==> src/rtl/bp_cfg_regfile.sv <==
// Tile configuration register file: queued, in-order, tagged config commands
// targeting writable registers, a sticky lock, a read-only status window and CCE ucode RAM.
module bp_cfg_regfile #(
  parameter int cfg_addr_width_p   = 16,
  parameter int reg_width_p        = 64,
  parameter int num_regs_p         = 8,
  parameter logic [num_regs_p*reg_width_p-1:0] reg_reset_vals_p = (num_regs_p*reg_width_p)'(1),
  parameter int num_ro_p           = 4,
  parameter logic [cfg_addr_width_p-1:0] ro_base_p    = 16'h0100,
  parameter logic [cfg_addr_width_p-1:0] lock_addr_p  = 16'h00FF,
  parameter logic [cfg_addr_width_p-1:0] ucode_base_p = 16'h8000,
  parameter int ucode_addr_width_p = 8,
  parameter int ucode_data_width_p = 48,
  parameter int cmd_els_p          = 4,
  parameter int resp_els_p         = 2,
  parameter int tag_width_p        = 4
) (
  input  logic                                clk_i,
  input  logic                                reset_n_i,
  input  logic                                cmd_v_i,
  output logic                                cmd_ready_o,
  input  logic                                cmd_w_i,
  input  logic [cfg_addr_width_p-1:0]         cmd_addr_i,
  input  logic [reg_width_p-1:0]              cmd_data_i,
  input  logic [tag_width_p-1:0]              cmd_tag_i,
  output logic                                resp_v_o,
  input  logic                                resp_yumi_i,
  output logic [reg_width_p-1:0]              resp_data_o,
  output logic [tag_width_p-1:0]              resp_tag_o,
  output logic                                resp_w_o,
  output logic                                resp_err_o,
  output logic [num_regs_p*reg_width_p-1:0]   reg_data_o,
  output logic                                locked_o,
  input  logic [num_ro_p*reg_width_p-1:0]     ro_data_i,
  output logic                                ucode_v_o,
  output logic                                ucode_w_o,
  output logic [ucode_addr_width_p-1:0]       ucode_addr_o,
  output logic [ucode_data_width_p-1:0]       ucode_data_o,
  input  logic [ucode_data_width_p-1:0]       ucode_data_i
);

  localparam int CPW = (cmd_els_p > 1) ? $clog2(cmd_els_p) : 1;
  localparam int CCW = $clog2(cmd_els_p + 1);
  localparam int RPW = (resp_els_p > 1) ? $clog2(resp_els_p) : 1;
  localparam int RCW = $clog2(resp_els_p + 1);

  typedef struct packed {
    logic                        w;
    logic [cfg_addr_width_p-1:0] addr;
    logic [reg_width_p-1:0]      data;
    logic [tag_width_p-1:0]      tag;
  } cmd_t;

  typedef struct packed {
    logic [reg_width_p-1:0] data;
    logic [tag_width_p-1:0] tag;
    logic                   w;
    logic                   err;
  } resp_t;

  cmd_t                    cmd_mem [cmd_els_p];
  logic [CPW-1:0]          cmd_wptr, cmd_rptr;
  logic [CCW-1:0]          cmd_cnt, cmd_cnt_next;
  logic                    cmd_ready_q, cmd_enq;

  resp_t                   resp_mem [resp_els_p];
  logic [RPW-1:0]          resp_wptr, resp_rptr;
  logic [RCW-1:0]          resp_cnt;
  logic                    resp_enq, resp_deq;
  resp_t                   resp_in, issue_resp;

  logic                    infl_v_q, infl_w_q;
  logic [tag_width_p-1:0]  infl_tag_q;

  logic [num_regs_p*reg_width_p-1:0] regs_q;
  logic                    lock_q;

  cmd_t                    head;
  logic                    is_ucode, is_lock, is_reg, is_ro;
  logic [num_regs_p-1:0]   reg_sel;
  logic [reg_width_p-1:0]  reg_rdata, ro_rdata;
  logic                    hit_reg, hit_ro, credit_ok, issue, reg_we;
  logic [RCW:0]            credit_used;

  function automatic logic [CPW-1:0] cmd_ptr_inc(input logic [CPW-1:0] p);
    return (p == CPW'(cmd_els_p - 1)) ? '0 : p + 1'b1;
  endfunction

  function automatic logic [RPW-1:0] resp_ptr_inc(input logic [RPW-1:0] p);
    return (p == RPW'(resp_els_p - 1)) ? '0 : p + 1'b1;
  endfunction

  assign cmd_ready_o  = cmd_ready_q & reset_n_i;
  assign cmd_enq      = cmd_v_i & cmd_ready_o;
  assign cmd_cnt_next = cmd_cnt + CCW'(cmd_enq) - CCW'(issue);
  assign head         = cmd_mem[cmd_rptr];

  always_ff @(posedge clk_i) begin
    if (cmd_enq) cmd_mem[cmd_wptr] <= '{cmd_w_i, cmd_addr_i, cmd_data_i, cmd_tag_i};
  end

  always_ff @(posedge clk_i) begin
    if (!reset_n_i) begin
      cmd_wptr    <= '0;
      cmd_rptr    <= '0;
      cmd_cnt     <= '0;
      cmd_ready_q <= 1'b0;
    end else begin
      if (cmd_enq) cmd_wptr <= cmd_ptr_inc(cmd_wptr);
      if (issue)   cmd_rptr <= cmd_ptr_inc(cmd_rptr);
      cmd_cnt     <= cmd_cnt_next;
      cmd_ready_q <= (cmd_cnt_next != CCW'(cmd_els_p));
    end
  end

  // First match wins: ucode, lock, register, read-only, else unmapped.
  always_comb begin
    reg_sel   = '0;
    reg_rdata = '0;
    ro_rdata  = '0;
    hit_reg   = 1'b0;
    hit_ro    = 1'b0;
    for (int i = 0; i < num_regs_p; i++) begin
      if (head.addr == cfg_addr_width_p'(i)) begin
        hit_reg    = 1'b1;
        reg_sel[i] = 1'b1;
        reg_rdata  = regs_q[i*reg_width_p +: reg_width_p];
      end
    end
    for (int i = 0; i < num_ro_p; i++) begin
      if (head.addr == ro_base_p + cfg_addr_width_p'(i)) begin
        hit_ro   = 1'b1;
        ro_rdata = ro_data_i[i*reg_width_p +: reg_width_p];
      end
    end
    is_ucode = (head.addr >= ucode_base_p);
    is_lock  = !is_ucode && (head.addr == lock_addr_p);
    is_reg   = !is_ucode && !is_lock && hit_reg;
    is_ro    = !is_ucode && !is_lock && !hit_reg && hit_ro;
  end

  // A pending ucode completion owns the response enqueue, so only another ucode may issue behind it.
  assign credit_used = {1'b0, resp_cnt} + (RCW+1)'(infl_v_q);
  assign credit_ok   = credit_used < (RCW+1)'(resp_els_p);
  assign issue       = reset_n_i && (cmd_cnt != '0) && credit_ok && !(infl_v_q && !is_ucode);
  assign reg_we      = issue && is_reg && head.w && !lock_q;

  assign ucode_v_o    = issue && is_ucode;
  assign ucode_w_o    = ucode_v_o && head.w;
  assign ucode_addr_o = head.addr[ucode_addr_width_p-1:0];
  assign ucode_data_o = head.data[ucode_data_width_p-1:0];

  always_comb begin
    issue_resp.data = '0;
    issue_resp.tag  = head.tag;
    issue_resp.w    = head.w;
    issue_resp.err  = 1'b1;
    if (is_lock) begin
      issue_resp.err = 1'b0;
      if (!head.w) issue_resp.data = {{(reg_width_p-1){1'b0}}, lock_q};
    end else if (is_reg) begin
      issue_resp.err = head.w && lock_q;
      if (!head.w) issue_resp.data = reg_rdata;
    end else if (is_ro) begin
      issue_resp.err = head.w;
      if (!head.w) issue_resp.data = ro_rdata;
    end
  end

  always_ff @(posedge clk_i) begin
    if (!reset_n_i) begin
      regs_q <= reg_reset_vals_p;
      lock_q <= 1'b0;
    end else begin
      for (int i = 0; i < num_regs_p; i++) begin
        if (reg_we && reg_sel[i]) regs_q[i*reg_width_p +: reg_width_p] <= head.data;
      end
      if (issue && is_lock && head.w && head.data[0]) lock_q <= 1'b1;
    end
  end

  always_ff @(posedge clk_i) begin
    if (!reset_n_i) begin
      infl_v_q   <= 1'b0;
      infl_w_q   <= 1'b0;
      infl_tag_q <= '0;
    end else begin
      infl_v_q   <= issue && is_ucode;
      infl_w_q   <= head.w;
      infl_tag_q <= head.tag;
    end
  end

  always_comb begin
    resp_enq = infl_v_q || (issue && !is_ucode);
    resp_in  = issue_resp;
    if (infl_v_q) begin
      resp_in.data = infl_w_q ? '0 : reg_width_p'(ucode_data_i);
      resp_in.tag  = infl_tag_q;
      resp_in.w    = infl_w_q;
      resp_in.err  = 1'b0;
    end
  end

  assign resp_deq = resp_yumi_i && (resp_cnt != '0);

  always_ff @(posedge clk_i) begin
    if (resp_enq) resp_mem[resp_wptr] <= resp_in;
  end

  always_ff @(posedge clk_i) begin
    if (!reset_n_i) begin
      resp_wptr <= '0;
      resp_rptr <= '0;
      resp_cnt  <= '0;
    end else begin
      if (resp_enq) resp_wptr <= resp_ptr_inc(resp_wptr);
      if (resp_deq) resp_rptr <= resp_ptr_inc(resp_rptr);
      resp_cnt <= resp_cnt + RCW'(resp_enq) - RCW'(resp_deq);
    end
  end

  assign resp_v_o    = reset_n_i && (resp_cnt != '0);
  assign resp_data_o = resp_mem[resp_rptr].data;
  assign resp_tag_o  = resp_mem[resp_rptr].tag;
  assign resp_w_o    = resp_mem[resp_rptr].w;
  assign resp_err_o  = resp_mem[resp_rptr].err;
  assign reg_data_o  = regs_q;
  assign locked_o    = lock_q;

  yumi_needs_valid: assert property (@(posedge clk_i) disable iff (!reset_n_i)
                                     resp_yumi_i |-> resp_v_o);

endmodule

==> config.mk <==
export PLATFORM = sky130hd
export DESIGN_NAME = bp_cfg_regfile
export DESIGN_NICKNAME = d
export VERILOG_FILES = /design/src/rtl/bp_cfg_regfile.sv
export SDC_FILE = /design/constraint.sdc
export NUM_CORES = 2
export LEC_CHECK = 0
export BUFFER_PORTS_ARGS = -buffer_cell sky130_fd_sc_hd__buf_2
export CORE_AREA = 2 2 407 409
export CTS_BUF_LIST = sky130_fd_sc_hd__clkbuf_4 sky130_fd_sc_hd__clkbuf_8 sky130_fd_sc_hd__clkbuf_16
export CTS_CLUSTER_SIZE = 40
export DETAILED_ROUTE_END_ITERATION = 10
export DIE_AREA = 0 0 409 411
export HOLD_SLACK_MARGIN = 0.08
export RECOVER_POWER = 100
export SLEW_MARGIN = 10
export SYNTH_ARGS = -nofsm -noshare
export SYNTH_HDL_FRONTEND = slang
export SYNTH_SLANG_ARGS = --single-unit
==> constraint.sdc <==
create_clock -name clk_i -period 8.9 [get_ports clk_i]
set_input_delay 1.78 -clock clk_i [delete_from_list [all_inputs] [get_ports clk_i]]
set_output_delay 1.78 -clock clk_i [all_outputs]
set_load 0.02 [all_outputs]
# Yosys cells after proc, flatten, opt, wreduce, memory -nomap -nowiden
# Memories as Yosys holds them, arrays and structs flattened. A register that Yosys moved wholly into a read port is not among the register bits.
# Cells that the tools add are included.
# Widths: inputs -> output; s select.
# totals
ff_bits	531
ram_bits	480
out_inout_bits	643
word_cells	141
n_memories	2
# memory_table
memory	words	width	rd	rd_clocked_by_memory_dff	write_ports	line_no	rtl
cmd_mem	4	85	1	1	1	61	cmd_t cmd_mem [cmd_els_p];
resp_mem	2	70	1	1	1	66	resp_t resp_mem [resp_els_p];
# classes
n_addsub	9
n_lt_le_gt_ge	2
n_eq_ne	15
n_mux	54
bitwise	2
reduce_logical	38
# ops
operator	n
$mux 64	17
$mux 70	1
$eq 16x3->1 const B	4
$eq 16x9->1 const B	4
$mux 48	1
$eq 16x2->1 const B	2
$mux 1	31
$logic_and 1x1->1	29
$eq 16x1->1 const B	1
$eq 16x8->1 const B	1
$ge 16x16->1 const B	1
$logic_not 16->1	1
$mux 2	4
$logic_not 1->1	5
$add 2x1->2 const B	2
$eq 2x2->1 const B	2
$add 2x1->3	1
$add 3x1->3	1
$lt 3x2->1 const B	1
$ne 3x3->1 const B	1
$reduce_bool 3->1	1
$sub 3x1->3	1
$add 1x1->1 const B	2
$add 2x1->2	1
other kinds (4)	5

# Logic depth before layout (Yosys ltp)
# depth
ltp_word	16
mapped_depth	15
ltp_nobuf	10

# Worst setup path after synthesis
# OpenSTA, ideal clock, no wires.
# synth_path
kind	input-to-reg
from	input port reset_n_i
to	memory resp_mem[1][0] (netlist bit) (enable)
arrival_time_ns	5.342
slack_ns	3.050
stages	4
path_buffers	0
cell_sequence	o311ai_0 > nor2_1 > nor2_1 > nor2b_1
# synth_via
elab_chain_cells	7
# synth_lines
item	line_no	rtl
start: declaration	19	input logic reset_n_i,
$logic_and 1x1->1 (3 in a row)	145	assign issue = reset_n_i && (cmd_cnt != '0) && credit_ok && !(infl_v_q && !is_ucode);
$logic_and 1x1->1	195	resp_enq = infl_v_q || (issue && !is_ucode);
$logic_or 1x1->1	195	
$mux 1	208	if (resp_enq) resp_mem[resp_wptr] <= resp_in;
$mux 1 (not written as such)	208	
end: declaration	66	
# Every way passes these cells.

==> results.md <==
- Result of the run: complete, but fails checks
- Violations in the final reports: max-capacitance violations, max-slew violations
- GR Overflow Total: 0
- Met1 Usage GRT: about 36%
- Mux share of post-synthesis cell area: a little under 7%
- Post-Synth XOR/XNOR Area: 0.0972%
- Top cells by area, synth: sky130_fd_sc_hd__edfxtp_1 (32%), sky130_fd_sc_hd__dfxtp_1 (24%), sky130_fd_sc_hd__nand2_1 (9.2%)
- Routability congestion estimate: around 0.9
- Slowest-stage cell, CP: sky130_fd_sc_hd__clkbuf_1
- Proportion of power drawn by the clock network: roughly 39%
- Met2 Use GR: approximately 44%
- Simple-Gate Fraction of Synth Area: between 10 and 15%
- Slew at the pin closest to its max-slew limit: approximately 3.6 ns
- Die H: a little over 400 um
- RSZ-0062 raised after global routing: no
- Number of remaining DRC errors: 0
- Pin count of the biggest net entering global routing: around 190
- # Post-CTS Setup Buffers: 0
- Clk_skew: between 0.04 and 0.05 ns
- Compound-cell area share of the yosys netlist: 18.0%
- # H-tree levels: 3
- Via count of the first global-routing pass: approximately 39,000
- Synthesis warning total: 0
- Tmin final: around 7.6 ns
- Combined area of all synthesized cells: 0.0451 mm2
- Starting density of the core: 27.5%
- Fraction of post-synthesis cell area in the top cell type by area: 32.0%
- Worst endpoint data arrival time: about 8 ns
- Layout overhead on the synthesized area: 21.8%
- Hold WC Path Type: flip-flop to flip-flop
- Later-pin clock latency in the skew report: 0.75 ns
- Number of rows created at floorplan: ~150
- Fraction of power consumed by sequential logic: between 40% and 50%
- Net count of the mapped netlist: 4,641
- Flip-flop and latch count after synthesis: 1,014
- Count of different cell masters after synthesis: 76
- Total core area: 0.164 mm2
- Share of layout cells above drive strength 1: 16.2%
- Number of max-cap violations: 21
- Leakage power: between 15 and 20 nW
- Number of buffers between clock root and the deepest sink: 3
- Average cell area after synthesis: 10.6 um2
- I/O pin total: between 1,000 and 1,500
- Post-detailed-route via-to-cell ratio: around 5.7
- Number of buffer cells added on primary ports: 1,035
- Dominant cell type by count on the critical path: sky130_fd_sc_hd__buf_4
- Number of enable-type register cells in the synthesized netlist: 480
- Instance count after placement with tap cells included: around 7,000
- Vias: between 40,000 and 50,000
- Fin util: between 30% and 40%
- Met3 routing resource usage after global routing: approximately 11%
- Cell taking the most area after synthesis: sky130_fd_sc_hd__edfxtp_1
- Total die area: around 0.17 mm2
- Fraction of power spent switching nets: between 30% and 40%
- Length of the first detailed-routing pass in iterations: 10
- Share of the clock period used by the worst path: a little under nine tenths
- Layer with the highest usage after global routing: met2
- Number of max-slew violations in the final report: 762
- Combinational fraction of design power: about a fifth
- # hold bufs at CTS: 0
- Clock slew seen by the registers of the worst setup and hold paths: around 0.07 ns
- Final wirelength: 255 mm
- Aggregate global-route resource usage: 28.9%
- Wire length of the first global-routing pass: roughly 340 mm
- Number of DRC markers after the initial detailed-route iteration: 5,942
- Adder-cell share of the synthesized area: 0.294%
- Placed cell areas: roughly 0.052 mm2
- Post-route cell area: 0.0549 mm2
- Worst stage delay on the critical path: about 1.5 ns
- Post-layout nets: around 5,400
- Final hold violation count: 0
- Combinational family with the most area after synthesis: compound AO/OA/AOI/OAI gates
- P_sw: just over 4 mW
- Accumulated negative setup slack: 0 ns
- Worst hold margin: ~0.47 ns
- Synthesized instance count: roughly 4,200
- Peak fanout along the critical path: 46
- CTS tree: yes
- CTS Sinks: 1,014
- Die boundary width: slightly above 400 um
- Max VDD drop: around 0.16 mV
- Wire length per cell after detailed routing: 34.8 um
- Sequential share of the synthesized area: ~56%
- Critical Path End Type: flip-flop
- Total setup violations reported at the end of the flow: 0
- Cts repair resizes: 0
- Worst slew margin relative to its limit: -137%
- Class of the most critical setup path: flip-flop to flip-flop
- Synth async-reset ratio: 0%
- Cell internal pwr: between 8 and 9 mW
- Critical Path RT: between 9 and 10 ns
- Dpl hpwl: approximately 180 mm
- DRT antenna net count: 0
- Most frequently used flop master after synthesis: sky130_fd_sc_hd__dfxtp_1
- Top achievable clock speed: roughly 130 MHz
- Critical Path Source Type: flip-flop
- CTS Root Buffer Type: sky130_fd_sc_hd__clkbuf_16
- Number of CTS-inserted buffers: around 110
- Total buffers and inverters traversed by the critical path: 5
- Antenna violations before repair: 73
- Crit path max-delay family: buffers and inverters
- Pwr/cell area: between 200 and 250 mW/mm2
- Final Non-Filler Cells: 7,342
- Critical Path, Cell by Cell: mux2_4 > inv_1 > clkbuf_1 > and2_0 > nand2_4 > buf_4 > nor3_4 > buf_4 > and3b_2 > clkbuf_2 > a221oi_1 > o211ai_1
worst min-delay path, stage by stage (launching register included):
cell and delay, ns:
sky130_fd_sc_hd__dfxtp_1 0.32, sky130_fd_sc_hd__nand2_1 0.06, sky130_fd_sc_hd__a21boi_1 0.05
through the flow:
stage | power (mW) | setup WS (ns)
after global placement | 8.03 | 2.83
after floorplan | 6.90 | 3.05
after detailed placement | 8.04 | 2.66
after global routing | 13.2 | 1.24
after CTS | 13.0 | 2.66
final | 12.9 | 1.26
sequential cells by signal, summed over array words and instances, names as in the netlist, named ones only:
| name | count |
|---|---|
| cmd_cnt | 3 |
| cmd_mem | 340 |
| cmd_ready_q | 1 |
| cmd_rptr | 2 |
| cmd_wptr | 2 |
| infl_tag_q | 4 |
| infl_v_q | 1 |
| infl_w_q | 1 |
| locked_o | 1 |
| reg_data_o | 512 |
| resp_cnt | 2 |
| resp_mem | 140 |
| resp_rptr | 1 |
| resp_wptr | 1 |
cell usage in the layout (no fill, tap or decap), types with 13 or more instances in the layout:
cell type and n:
sky130_fd_sc_hd__nand2_1 1099, sky130_fd_sc_hd__clkbuf_1 701, sky130_fd_sc_hd__dfxtp_1 533, sky130_fd_sc_hd__edfxtp_1 480, sky130_fd_sc_hd__a21boi_0 479, sky130_fd_sc_hd__buf_2 344
sky130_fd_sc_hd__nand4_1 144, sky130_fd_sc_hd__clkbuf_16 114, sky130_fd_sc_hd__mux4_2 81, sky130_fd_sc_hd__buf_4 70, sky130_fd_sc_hd__mux2_2 66, sky130_fd_sc_hd__o21ai_0 65
sky130_fd_sc_hd__a22o_1 62, sky130_fd_sc_hd__a31oi_1 51, sky130_fd_sc_hd__a221oi_1 46, sky130_fd_sc_hd__nor4_1 45, sky130_fd_sc_hd__o211ai_1 43, sky130_fd_sc_hd__nor2_1 42
sky130_fd_sc_hd__o221ai_1 42, sky130_fd_sc_hd__a222oi_1 41, sky130_fd_sc_hd__a21oi_1 39, sky130_fd_sc_hd__a21boi_1 38, sky130_fd_sc_hd__a22oi_1 37, sky130_fd_sc_hd__mux2_1 32
sky130_fd_sc_hd__diode_2 29, sky130_fd_sc_hd__and2_1 28, sky130_fd_sc_hd__clkbuf_4 23, sky130_fd_sc_hd__nand3_1 22, sky130_fd_sc_hd__clkbuf_8 17, sky130_fd_sc_hd__inv_1 16
sky130_fd_sc_hd__o22a_1 16, sky130_fd_sc_hd__o22ai_1 15, sky130_fd_sc_hd__a21o_1 14, sky130_fd_sc_hd__o2bb2ai_1 14, sky130_fd_sc_hd__clkinv_1 14, sky130_fd_sc_hd__clkinv_2 13
cells in the mapped netlist (41+ instances only):
| cell | n |
|---|---|
| sky130_fd_sc_hd__a21boi_1 | 340 |
| sky130_fd_sc_hd__edfxtp_1 | 480 |
| sky130_fd_sc_hd__o21ai_0 | 66 |
| sky130_fd_sc_hd__a222oi_1 | 41 |
| sky130_fd_sc_hd__nand4_1 | 144 |
| sky130_fd_sc_hd__mux4_2 | 81 |
| sky130_fd_sc_hd__nand2_1 | 1102 |
| sky130_fd_sc_hd__nor4_1 | 47 |
| sky130_fd_sc_hd__a22o_1 | 62 |
| sky130_fd_sc_hd__o211ai_1 | 43 |
| sky130_fd_sc_hd__mux2_2 | 99 |
| sky130_fd_sc_hd__buf_4 | 58 |
| sky130_fd_sc_hd__dfxtp_1 | 534 |
| sky130_fd_sc_hd__nor2_1 | 48 |
| sky130_fd_sc_hd__a21boi_0 | 178 |
| sky130_fd_sc_hd__clkbuf_1 | 281 |
| sky130_fd_sc_hd__a31oi_1 | 51 |
| sky130_fd_sc_hd__buf_2 | 70 |
| sky130_fd_sc_hd__o221ai_1 | 42 |
| sky130_fd_sc_hd__a221oi_1 | 46 |
cells by family after synthesis:
family,count (synthesis)
simple gates,1479
flops,1014
xor+xnor,5
compound gates,1070
mux,190
buf+inv,470
fa+ha+maj,10
power by group through the flow:
stage          logic [mW]  clock network, mW  registers (mW)
2_1_floorplan        1.59                  0            5.31
3_3_place_gp         2.67                  0            5.36
3_5_place_dp         2.67                  0            5.37
4_1_cts              2.68               5.01            5.27
5_1_grt              2.70               5.18            5.31
6_report             2.63               4.96            5.29
layer usage:
| layer | share of wire [%] | routed length (um) |
|---|---|---|
| met1 | 38 | 96100 |
| met2 | 44 | 112000 |
| met3 | 13 | 33500 |
| met4 | 5.1 | 12900 |
| met5 | 0.15 | 392 |
cell type report:
type                            count  area, um2
Antenna cell                       29       72.6
Clock buffer                      154       3260
Clock inverter                     57        666
Fill cell                       16880     109000
Inverter                           16       60.1
Multi-Input combinational cell   2754      18000
Sequential cell                  1014      25100
Tap cell                         2189       2740
Timing Repair Buffer             1129       5030
final timing paths:
kind                            slack (ns)  depth (start not counted)                           end                         start
worst min register to register        0.47                          2  reg_data_o[189]$_SDFFE_PN0P_  reg_data_o[189]$_SDFFE_PN0P_
worst max-delay path                  1.26                         12     resp_mem[0][48]$_DFFE_PP_                     flip-flop
worst max register to register        1.26                         12     resp_mem[0][48]$_DFFE_PP_                     flip-flop
worst min-delay path                  0.47                          2  reg_data_o[189]$_SDFFE_PN0P_  reg_data_o[189]$_SDFFE_PN0P_
No activity file was read; power rests on OpenSTA's default activity.
